--- config.mk ---
export PLATFORM = sky130hd
export DESIGN_NAME = fifo_burst_reader
export DESIGN_NICKNAME = d
export VERILOG_FILES = /design/src/rtl/fifo_burst_reader.sv
export SDC_FILE = /design/constraint.sdc
export NUM_CORES = 1
export LEC_CHECK = 0
export BUFFER_PORTS_ARGS = -buffer_cell sky130_fd_sc_hd__buf_2
export CORE_AREA = 2 2 39 41
export DETAILED_ROUTE_END_ITERATION = 8
export DIE_AREA = 0 0 41 43
export PLACE_DENSITY_LB_ADDON = 0.08
export RECOVER_POWER = 50
export SLEW_MARGIN = 10
export SYNTH_ARGS = -nofsm -noshare
export SYNTH_HDL_FRONTEND = slang
export SYNTH_SLANG_ARGS = --single-unit
--- constraint.sdc ---
create_clock -name clk -period 1.6 [get_ports clk]
set_input_delay 0.32 -clock clk [delete_from_list [all_inputs] [get_ports clk]]
set_output_delay 0.32 -clock clk [all_outputs]
set_load 0.01 [all_outputs]
--- src/rtl/fifo_burst_reader.sv ---
// fifo_burst_reader: drains a show-ahead FIFO as framed bursts (o_sop/o_eop) on a valid/ready stream.
// Latency: start condition sampled at edge N -> first word (o_val, o_sop) in cycle N+1; one word per cycle after that.
// Backpressure: o_rdy low holds o_dat/o_sop/o_eop/o_val; the FIFO is popped only on o_val & o_rdy.
//
// Optional feature macro: FIFO_BURST_READER_TIMEOUT_EN
//   defined   -> an idle timer flushes a partial burst (1..BURST-1 words) after TIMEOUT idle cycles
//   undefined -> only full BURST-length bursts are emitted; TIMEOUT is ignored
//
// Ports:
//   clk, reset        clock; asynchronous active-high reset
//   clear             synchronous abort back to IDLE (truncates a burst without o_eop)
//   fifo_used         FIFO occupancy, $clog2(DEPTH+1) bits
//   fifo_rd_data      FIFO head word (show-ahead)
//   fifo_rd_empty     FIFO empty flag
//   fifo_rd_ack       pop strobe to the FIFO
//   o_dat/o_val       stream data / valid
//   o_sop/o_eop       first / last word of the burst
//   o_rdy             stream ready from the consumer
module fifo_burst_reader #(
  parameter int WIDTH   = 8,
  parameter int DEPTH   = 8,
  parameter int BURST   = 4,
  parameter int TIMEOUT = 16
) (
  input  logic                       clk,
  input  logic                       reset,
  input  logic                       clear,
  input  logic [$clog2(DEPTH+1)-1:0] fifo_used,
  input  logic [WIDTH-1:0]           fifo_rd_data,
  input  logic                       fifo_rd_empty,
  output logic                       fifo_rd_ack,
  output logic [WIDTH-1:0]           o_dat,
  output logic                       o_val,
  output logic                       o_sop,
  output logic                       o_eop,
  input  logic                       o_rdy
);

  localparam int UW = $clog2(DEPTH+1);
  localparam int CW = $clog2(BURST+1);
  // BURST <= DEPTH, so BURST always fits the occupancy width.
  localparam logic [UW-1:0] BURST_U = UW'(BURST);
  localparam logic [CW-1:0] BURST_C = CW'(BURST);

  if (BURST < 1 || BURST > DEPTH || TIMEOUT < 1) begin : g_param_check
    $error("fifo_burst_reader: need 1 <= BURST <= DEPTH and TIMEOUT >= 1");
  end

  typedef enum logic {
    S_IDLE = 1'b0,
    S_SEND = 1'b1
  } state_t;

  state_t          r_state;
  state_t          w_state_nxt;
  logic [CW-1:0]   r_cnt;
  logic [CW-1:0]   w_len;
  logic            w_full;
  logic            w_timeout;
  logic            w_start;
  logic            w_xfer;
  logic            w_last;

  assign w_full  = (fifo_used >= BURST_U);
  assign w_start = (r_state == S_IDLE) && (w_full || w_timeout);
  assign w_xfer  = o_val && o_rdy;
  assign w_last  = (r_cnt == w_len - CW'(1));

  // Data path is a straight mirror of the FIFO head, in every state.
  assign o_dat = fifo_rd_data;

`ifdef FIFO_BURST_READER_TIMEOUT_EN
  localparam int TW = $clog2(TIMEOUT+1);

  logic [TW-1:0] r_timer;
  logic [CW-1:0] r_len;

  // Full-burst start wins over the flush, hence the ~w_full term.
  assign w_timeout = (r_state == S_IDLE) && (r_timer == TW'(TIMEOUT-1)) &&
                     !fifo_rd_empty && !w_full;

  // Idle timer: counts only while a partial burst sits in the FIFO in IDLE.
  // It never wraps because reaching TIMEOUT-1 moves the FSM to SEND.
  always_ff @(posedge clk or posedge reset) begin
    if (reset) begin
      r_timer <= '0;
    end else if (clear || (r_state == S_SEND) || fifo_rd_empty || w_full || w_timeout) begin
      r_timer <= '0;
    end else begin
      r_timer <= r_timer + TW'(1);
    end
  end

  // Burst length is frozen at start; words written during SEND wait for the next burst.
  always_ff @(posedge clk or posedge reset) begin
    if (reset) begin
      r_len <= '0;
    end else if (clear) begin
      r_len <= '0;
    end else if (r_state == S_IDLE) begin
      if (w_full) begin
        r_len <= BURST_C;
      end else if (w_timeout) begin
        // fifo_used < BURST here, so it fits the length width.
        r_len <= CW'(fifo_used);
      end
    end
  end

  assign w_len = r_len;
`else
  assign w_timeout = 1'b0;
  assign w_len     = BURST_C;
`endif

  // ---------------- FSM: state register ----------------
  always_ff @(posedge clk or posedge reset) begin
    if (reset) begin
      r_state <= S_IDLE;
    end else if (clear) begin
      r_state <= S_IDLE;
    end else begin
      r_state <= w_state_nxt;
    end
  end

  // ---------------- FSM: next-state logic ----------------
  always_comb begin
    w_state_nxt = r_state;
    case (r_state)
      S_IDLE: begin
        if (w_start) begin
          w_state_nxt = S_SEND;
        end
      end
      S_SEND: begin
        if (w_xfer && w_last) begin
          w_state_nxt = S_IDLE;
        end
      end
      default: w_state_nxt = S_IDLE;
    endcase
  end

  // ---------------- FSM: outputs ----------------
  // o_val gating on empty is defensive: len <= fifo_used at start keeps the
  // FIFO non-empty for the whole burst.
  always_comb begin
    o_val       = 1'b0;
    o_sop       = 1'b0;
    o_eop       = 1'b0;
    fifo_rd_ack = 1'b0;
    if (r_state == S_SEND) begin
      o_val       = !fifo_rd_empty;
      o_sop       = !fifo_rd_empty && (r_cnt == '0);
      o_eop       = !fifo_rd_empty && w_last;
      fifo_rd_ack = !fifo_rd_empty && o_rdy;
    end
  end

  // Word counter within the current burst.
  always_ff @(posedge clk or posedge reset) begin
    if (reset) begin
      r_cnt <= '0;
    end else if (clear) begin
      r_cnt <= '0;
    end else if (w_start) begin
      r_cnt <= '0;
    end else if ((r_state == S_SEND) && w_xfer) begin
      r_cnt <= r_cnt + CW'(1);
    end
  end

endmodule

---- Word-level counts from Yosys, hierarchy flattened ----
Cells that the tools add are included.
word-level totals
  register bits after elaboration ......... 4
  bits of input ports ..................... 17
operators by class
  add/sub/neg operators ................... 1
  order comparisons ....................... 1
  eq/ne operators ......................... 1
  mux-type cells .......................... 11
  bitwise logic cells ..................... 1
  reductions and logical operators ........ 10
operator list
  operator                                                                              number
  3-bit 2-to-1 mux                                                                      3
  1-bit logical AND                                                                     7
  1-bit 2-to-1 mux                                                                      7
  4-bit by 3-bit greater-or-equal comparator with 1-bit output (second input constant)  1
  3-bit by 1-bit adder with 3-bit output (second input constant)                        1
  3-bit by 2-bit == test with 1-bit output (second input constant)                      1
  3-bit logical NOT                                                                     1
  3-bit nonzero test                                                                    1
  1-bit one-hot mux with 2 select lines                                                 1
  1-bit logical NOT                                                                     1
  1-bit NOT                                                                             1

---- Logic depth before layout (Yosys ltp) ----
Gate-level depths: netlist of the first run.
  word-level depth ........................ 7
  depth in mapped cells ................... 4

---- Least setup slack after synthesis of the first run ----
No wires, ideal clock.
  path type ............................... reg2out
  start ................................... register r_cnt[0]
  end ..................................... output port o_eop
  arrival time ............................ 0.930 ns
  data required time ...................... 1.280 ns
  setup slack ............................. 0.350 ns
  cell stages (with the launch flop) ...... 4
  path buffers ............................ 0
  path through ............................ dfrtp_1 -> ha_1 -> ha_1 -> and2_1
between the ends
  longest elaborated chain between the ends .. 3
ends and longest elaborated chain
  item                                      RTL line  RTL
  start, declared                           56        logic [CW-1:0] r_cnt;
  start signal, assigned                    170       r_cnt <= r_cnt + CW'(1);
  3-bit by 2-bit == test with 1-bit output  67        assign w_last = (r_cnt == w_len - CW'(1));
  1-bit logical AND                         156       o_eop = !fifo_rd_empty && w_last;
  1-bit 2-to-1 mux                          153       if (r_state == S_SEND) begin
  end, declared                             35        output logic o_eop,
No other way between the ends.

---- Final worst setup path of the first run ----
Same ends and word-level chain as after synthesis.

==> metrics, run 1 <==
cell-by-cell trace of the critical path ha_2 -> ha_4 -> and2_1 -> buf_2; cell taking the most area after synthesis dfrtp_1; chip height 43 µm; CTS HTree Levels 1; Cells after Synth 34; simple-gate area share of the yosys netlist 0.154; DR vias/cell about 4.0; vias in the first global route approximately 260; RR Endpoint r_cnt[1]; Final Instance Area roughly 400 µm²; XOR/XNOR share of the synthesized area 0.0269; Clock Latency Late Sink 0.23 ns; Max Freq approximately 650 MHz; wire per inst approximately 11 µm; number of CTS-inserted buffers 3; clock transition at the registers of the reported paths around 0.04 ns; clk buf depth 2; Post-Syn Area 325 µm²; cell-internal power around 0.21 mW; Post-DP Area around 330 µm²; Compound-Gate Fraction of Synth Area 0.100; Hold WS 0.256 ns; Max Cap Viol 0; share of cells above drive strength 1 0.500; Tcrit/Tclk final 0.965; worst rel slew slack 0.827; root buf cell clkbuf_4; Arrival @ worst endpoint ~1.2 ns; Final Hold Violating Endpoints 0; Finished Core Util 0.285; setup violators final 0; Overflow after GRT 0; NetSw between 0.05 and 0.06 mW; largest net degree at the start of global routing 6; Adder-Cell Fraction of Synth Area 0.115; switching share of power 0.222; setup tns final 0 ns; status finished, final reports clean; Crit path required time roughly 1.3 ns; crit path launch type flop; largest family of logic cells by synthesized area buffers and inverters; total chip power 0.269 mW; Crit Path Category reg -> out; Die Footprint between 0.0015 and 0.002 mm²; clock share of power 0.454; initial DRC count 0; Yosys top cell area share 0.308; mux contribution to synthesized area 0.0308; ant diodes 0; slowest CP cell dfrtp_1; Pleak approximately 0.20 nW; Least-Margin Pin Slew between 0.2 and 0.3 ns; first-pass GRT wire length approximately 1100 µm; antenna violations before repair 0; worst min path class in -> reg; Synth Area per Inst ~9.6 µm²; Post-Route WL approximately 660 µm; Peak VDD IR around 0.25 mV; final count of pins violating max slew 0; Reg2Reg Launch Point r_state; nets 64; clk sinks 4; port bufs 10; Pwr Density about 700 mW/mm²; CTS tree done; Via Count 232; sequential power share 0.401; RD Place Congestion just over 0.6; leading post-synthesis cells by cell area dfrtp_1 (31%), buf_4 (18%), ha_1 (12%), a211oi_2 (7.7%), inv_1 (4.6%); Worst Setup End Kind output pin; Tmin final between 1.5 and 2 ns; r2r setup slk slightly below 0.5 ns; r2r worst-path depth 4; RSZ-0062 raised after global routing false; GRT Overall Usage 0.0938; synth unique cells 16; Crit. Startpoint r_cnt[0]; CP Capture Point o_eop; fillers between 100 and 150; DRC viols 0; CP peak stage delay ~0.38 ns; Setup Skew around 0.00070 ns; Initial Util 0.235; synthesis-to-layout area growth 21.2%; post-synth net total 54; 1st-pass router iterations 1; Yosys reg bits 4; Ports 29; Die W 41 µm; FP Rows 14; post-synthesis sequential area ratio 0.308; Yosys warnings 0; Crit Path Max Fanout 2; Final ANT Viol Nets 0; Comb pwr share 0.145; Core ar. between 0.001 and 0.0015 mm²
-- layout make-up --
cell class	count	area, µm²	share of cell area
Timing Repair Buffer	14	82.6	0.210
Clock buffer	3	22.5	0.0571
Tap cell	16	20.0	0.0508
Inverter	4	15.0	0.0381
Multi-Input combinational cell	17	154	0.390
Sequential cell	4	100	0.254
-- state kept, by name, indices dropped and copies added (netlist names) --
signal and count:
r_cnt 3, r_state 1
-- synthesized netlist by cell type (all sizes together) --
cell    instances
nor3            1
and3            1
and3b           1
nor2            4
o21bai          1
inv             4
buf             9
a211oi          2
mux2i           1
dfrtp           4
and2            1
ha              3
nor2b           1
xnor2           1
-- power groups by stage --
stage	clock [mW]	combinational (mW)	sequential [mW]
after floorplan	0	0.0425	0.108
after global placement	0	0.0353	0.109
after detailed placement	0	0.0359	0.109
after CTS	0.129	0.0392	0.108
after global routing	0.136	0.0448	0.108
final	0.122	0.0389	0.108
-- logic make-up (layout without fill, tap and decap cells) --
| logic type | count (synthesis) | count (layout) |
|---|---|---|
| DFF | 4 | 4 |
| buffers and inverters | 13 | 21 |
| and+or+nand+nor | 9 | 9 |
| AOI/OAI and AO/OA | 3 | 3 |
| xor gates and xnor gates | 1 | 1 |
| adders and majority gates | 3 | 3 |
| muxes | 1 | 1 |
-- layer usage --
layer / global-route usage / routed length (µm)
met1: 0.0948 / 233
met2: 0.138 / 328
met5: 0 / 0
met3: 0.0262 / 93
met4: 0.100 / 0
-- cells in the final DEF (no fill, tap or decap), drive strengths merged --
| cell | instances |
|---|---|
| buf | 13 |
| dfrtp | 4 |
| xnor2 | 1 |
| a211oi | 2 |
| inv | 4 |
| clkbuf | 3 |
| nor2b | 1 |
| dlygate4sd3 | 1 |
| nor3 | 1 |
| o21bai | 1 |
| and3b | 1 |
| and2 | 1 |
| mux2i | 1 |
| nor2 | 4 |
| ha | 3 |
| and3 | 1 |
-- repair_timing --
item,in CTS,in global routing
hold endpoints to repair,4,0
gates resized for setup,1,2
buffers inserted,1,1
endpoints found under the setup margin,1,1
hold buffers,1,0
-- worst max-delay path, delay by kind of cell (launching register included) --
family,cells,cell delay (ns)
flops,1,0.38
fa+ha+maj,2,0.36
buf+inv,1,0.13
simple gates,1,0.12
-- how the worst min path moves through the flow --
| stage | depth (start not counted) | to | startpoint | slack (ns) |
|---|---|---|---|---|
| 6_report | 2 | r_state | clear | 0.26 |
| 2_1_floorplan | 1 | r_cnt[0] | reset | 0.09 |
| 3_3_place_gp | 2 | r_cnt[0] | reset | 0.21 |
| 3_5_place_dp | 2 | r_cnt[1] | reset | 0.21 |
| 4_1_cts | 2 | r_state | clear | 0.25 |
| 5_1_grt | 2 | r_state | clear | 0.26 |
-- metrics by stage --
| stage | worst slack [ns] | std cells |
|---|---|---|
| floorplan | 0.350 | 34 |
| global placement | 0.208 | 52 |
| finish | 0.0566 | 58 |
| global route | 0.00315 | 58 |
| CTS | 0.000825 | 57 |
| detailed placement | 0.194 | 52 |
No activity file was read; power rests on OpenSTA's default activity.
==> run 2: changes to the inputs <==
- ABC_AREA: not set -> 1
- clock period: 1.6 -> 1.8 ns (I/O delays scaled with it)
==> metrics, run 2 <==
Crit Path Max Fanout 3; DR vias/cell roughly 4; Crit. Startpoint r_cnt[0]; nets between 70 and 80; GRT Overall Usage 0.104; final count of pins violating max slew 0; Comb pwr share 0.144; Crit Path Category reg -> out; worst min path class in -> reg; Yosys top cell area share 0.293; DRC viols 0; Synth Area per Inst approximately 7.4 µm²; sequential power share 0.402; 1st-pass router iterations 2; CTS HTree Levels 1; clock share of power 0.454; Post-Syn Area 342 µm²; Die W just over 40 µm; GR peak layer met2; Largest Register r_cnt; switching share of power 0.241; biggest regs r_cnt: 3 flops, r_state: 1 flops; Ports 29; Reg2Reg Launch Point r_cnt[0]; Yosys reg bits 4; ant diodes 0; commonest non-fill, non-tap cell in the layout buf_2; Yosys warnings 0; status finished, final reports clean; Setup Skew roughly 0.00045 ns; number of CTS-inserted buffers 3; total chip power approximately 0.24 mW; largest net degree at the start of global routing 7; NetSw roughly 0.058 mW; wire per inst between 10 and 15 µm; Final ANT Viol Nets 0; Pwr Density between 600 and 700 mW/mm²; clock transition at the registers of the reported paths 0.04 ns; vias in the first global route between 200 and 300; antenna violations before repair 0; Max Freq approximately 620 MHz; Max Cap Viol 0; r2r worst-path depth 5; pre-CTS setup slack around 0.43 ns; first-pass GRT wire length 1110 µm; Overflow after GRT 0; Tcrit/Tclk final 0.891; clk buf depth 2; synth unique cells 14; RR Endpoint r_cnt[2]; number of flops mapped to enable cells by yosys 0; initial DRC count 5; Via Count 276; most numerous cell in the Yosys netlist inv_1; Worst Setup End Kind output pin; Initial Util 0.247; crit path launch type flop; RD Place Congestion between 0.6 and 0.7; Cells after Synth 46; clk sinks 4; post-synthesis sequential area ratio 0.293; routing usage on met1 0.111; r2r setup slk between 0.5 and 0.6 ns; worst rel slew slack 0.828; setup tns final 0 ns; CTS tree done; M2 GR Usage 0.134; Die Footprint 0.00176 mm²; port bufs 10; RSZ-0062 raised after global routing false; Main synth FF type dfrtp_1; setup violators final 0; max FFs per register 3; share of cells above drive strength 1 0.327; DP HPWL 662 µm; FP Rows 14; CP Capture Point o_eop; Clock Latency Late Sink about 0.23 ns; root buf cell clkbuf_4; Pleak approximately 0.22 nW; cell taking the most area after synthesis dfrtp_1; post-synth net total 66; Core ar. around 0.0014 mm²; Arrival @ worst endpoint 1.24 ns; chip height 43 µm; Post-Route WL 747 µm; Peak VDD IR ~0.26 mV; post-synthesis async set-or-reset flop share 1.00; synthesis-to-layout area growth 12.5%; final setup margin 0.196 ns; most frequent cells in the layout buf_2 (10), inv_1 (9), nand2_1 (8); most frequent cells after synthesis inv_1 (9), buf_4 (8), nand2_1 (8); Least-Margin Pin Slew 0.256 ns; Crit path required time 1.44 ns; cell-internal power between 0.15 and 0.2 mW; leading post-synthesis cells by cell area dfrtp_1 (29%), buf_4 (18%), ha_1 (11%), inv_1 (9.9%), nand2_1 (8.8%); Final Hold Violating Endpoints 0; Tmin final around 1.6 ns; M3 GR Usage 0.0576
## run 2: changes by cell type after synthesis, sizes merged, moves of 2 or more
cell    delta
nand2      +8
a211oi     -2
nand3      +2
a21oi      +3
nand4      +2
inv        +6
## run 2: per-stage QoR
| step | cells | instance area (µm²) | utilization | hold WS (ns) |
|---|---|---|---|---|
| after floorplan | 46 | 342 | - | 0.126 |
| after global placement | 64 | 352 | 0.254 | 0.241 |
| after detailed placement | 64 | 352 | 0.254 | 0.243 |
| after CTS | 68 | 384 | 0.278 | 0.374 |
| after global routing | 68 | 384 | 0.278 | 0.409 |
| final | 68 | 384 | 0.278 | 0.379 |
## run 2: layout make-up
type | count | area [µm²]
inverters | 10 | 37.5
fillers | 159 | 1000
well taps | 16 | 20.0
repair buffers | 11 | 60.1
flip-flops and latches | 4 | 100
multi-input cells | 24 | 144
clock buffers | 3 | 22.5
## run 2: layer usage
metal | up-vias | wire (µm) | part of all wire
met5 | - | 0 | 0
met4 | 0 | 0 | 0
met3 | 0 | 89 | 0.12
met2 | 14 | 380 | 0.51
met1 | 117 | 277 | 0.37
li1 | 145 | - | -
## run 2: critical path, cell delays in order, from the launching register on
cell and delay [ns]:
dfrtp_1 0.39, ha_1 0.22, ha_1 0.19, inv_1 0.05, nor2_1 0.03, buf_2 0.13
## run 2: power by group through the flow
stage          Combinational (mW)  Clock (mW)  Sequential (mW)
2_1_floorplan              0.0370           0           0.0964
3_3_place_gp               0.0330           0           0.0972
3_5_place_dp               0.0335           0           0.0972
4_1_cts                    0.0353       0.115           0.0960
5_1_grt                    0.0395       0.126           0.0962
6_report                   0.0345       0.109           0.0961
## run 2: how the worst min path moves through the flow
stage          endpoint  slack (ns)  depth (start not counted)  start
5_1_grt         r_state        0.41                          4  clear
3_3_place_gp   r_cnt[1]        0.24                          2  reset
6_report        r_state        0.38                          4  clear
3_5_place_dp   r_cnt[1]        0.24                          2  reset
4_1_cts         r_state        0.37                          4  clear
2_1_floorplan  r_cnt[0]        0.13                          1  reset
## run 2: cell families (layout without fill, tap and decap cells)
| family | Yosys count | in the layout | share of synthesized area |
|---|---|---|---|
| simple gates | 17 | 17 | 0.253 |
| flops | 4 | 4 | 0.293 |
| fa+ha+maj | 3 | 3 | 0.110 |
| compound gates | 4 | 4 | 0.0586 |
| buf+inv | 18 | 24 | 0.286 |
## run 2: repair_timing
item                                   4_1_cts  5_1_grt
setup endpoints to repair                    0        0
hold buffers                                 1        0
setup buffers                                0        0
resized for setup                            0        0
endpoints found under the hold margin        4        0
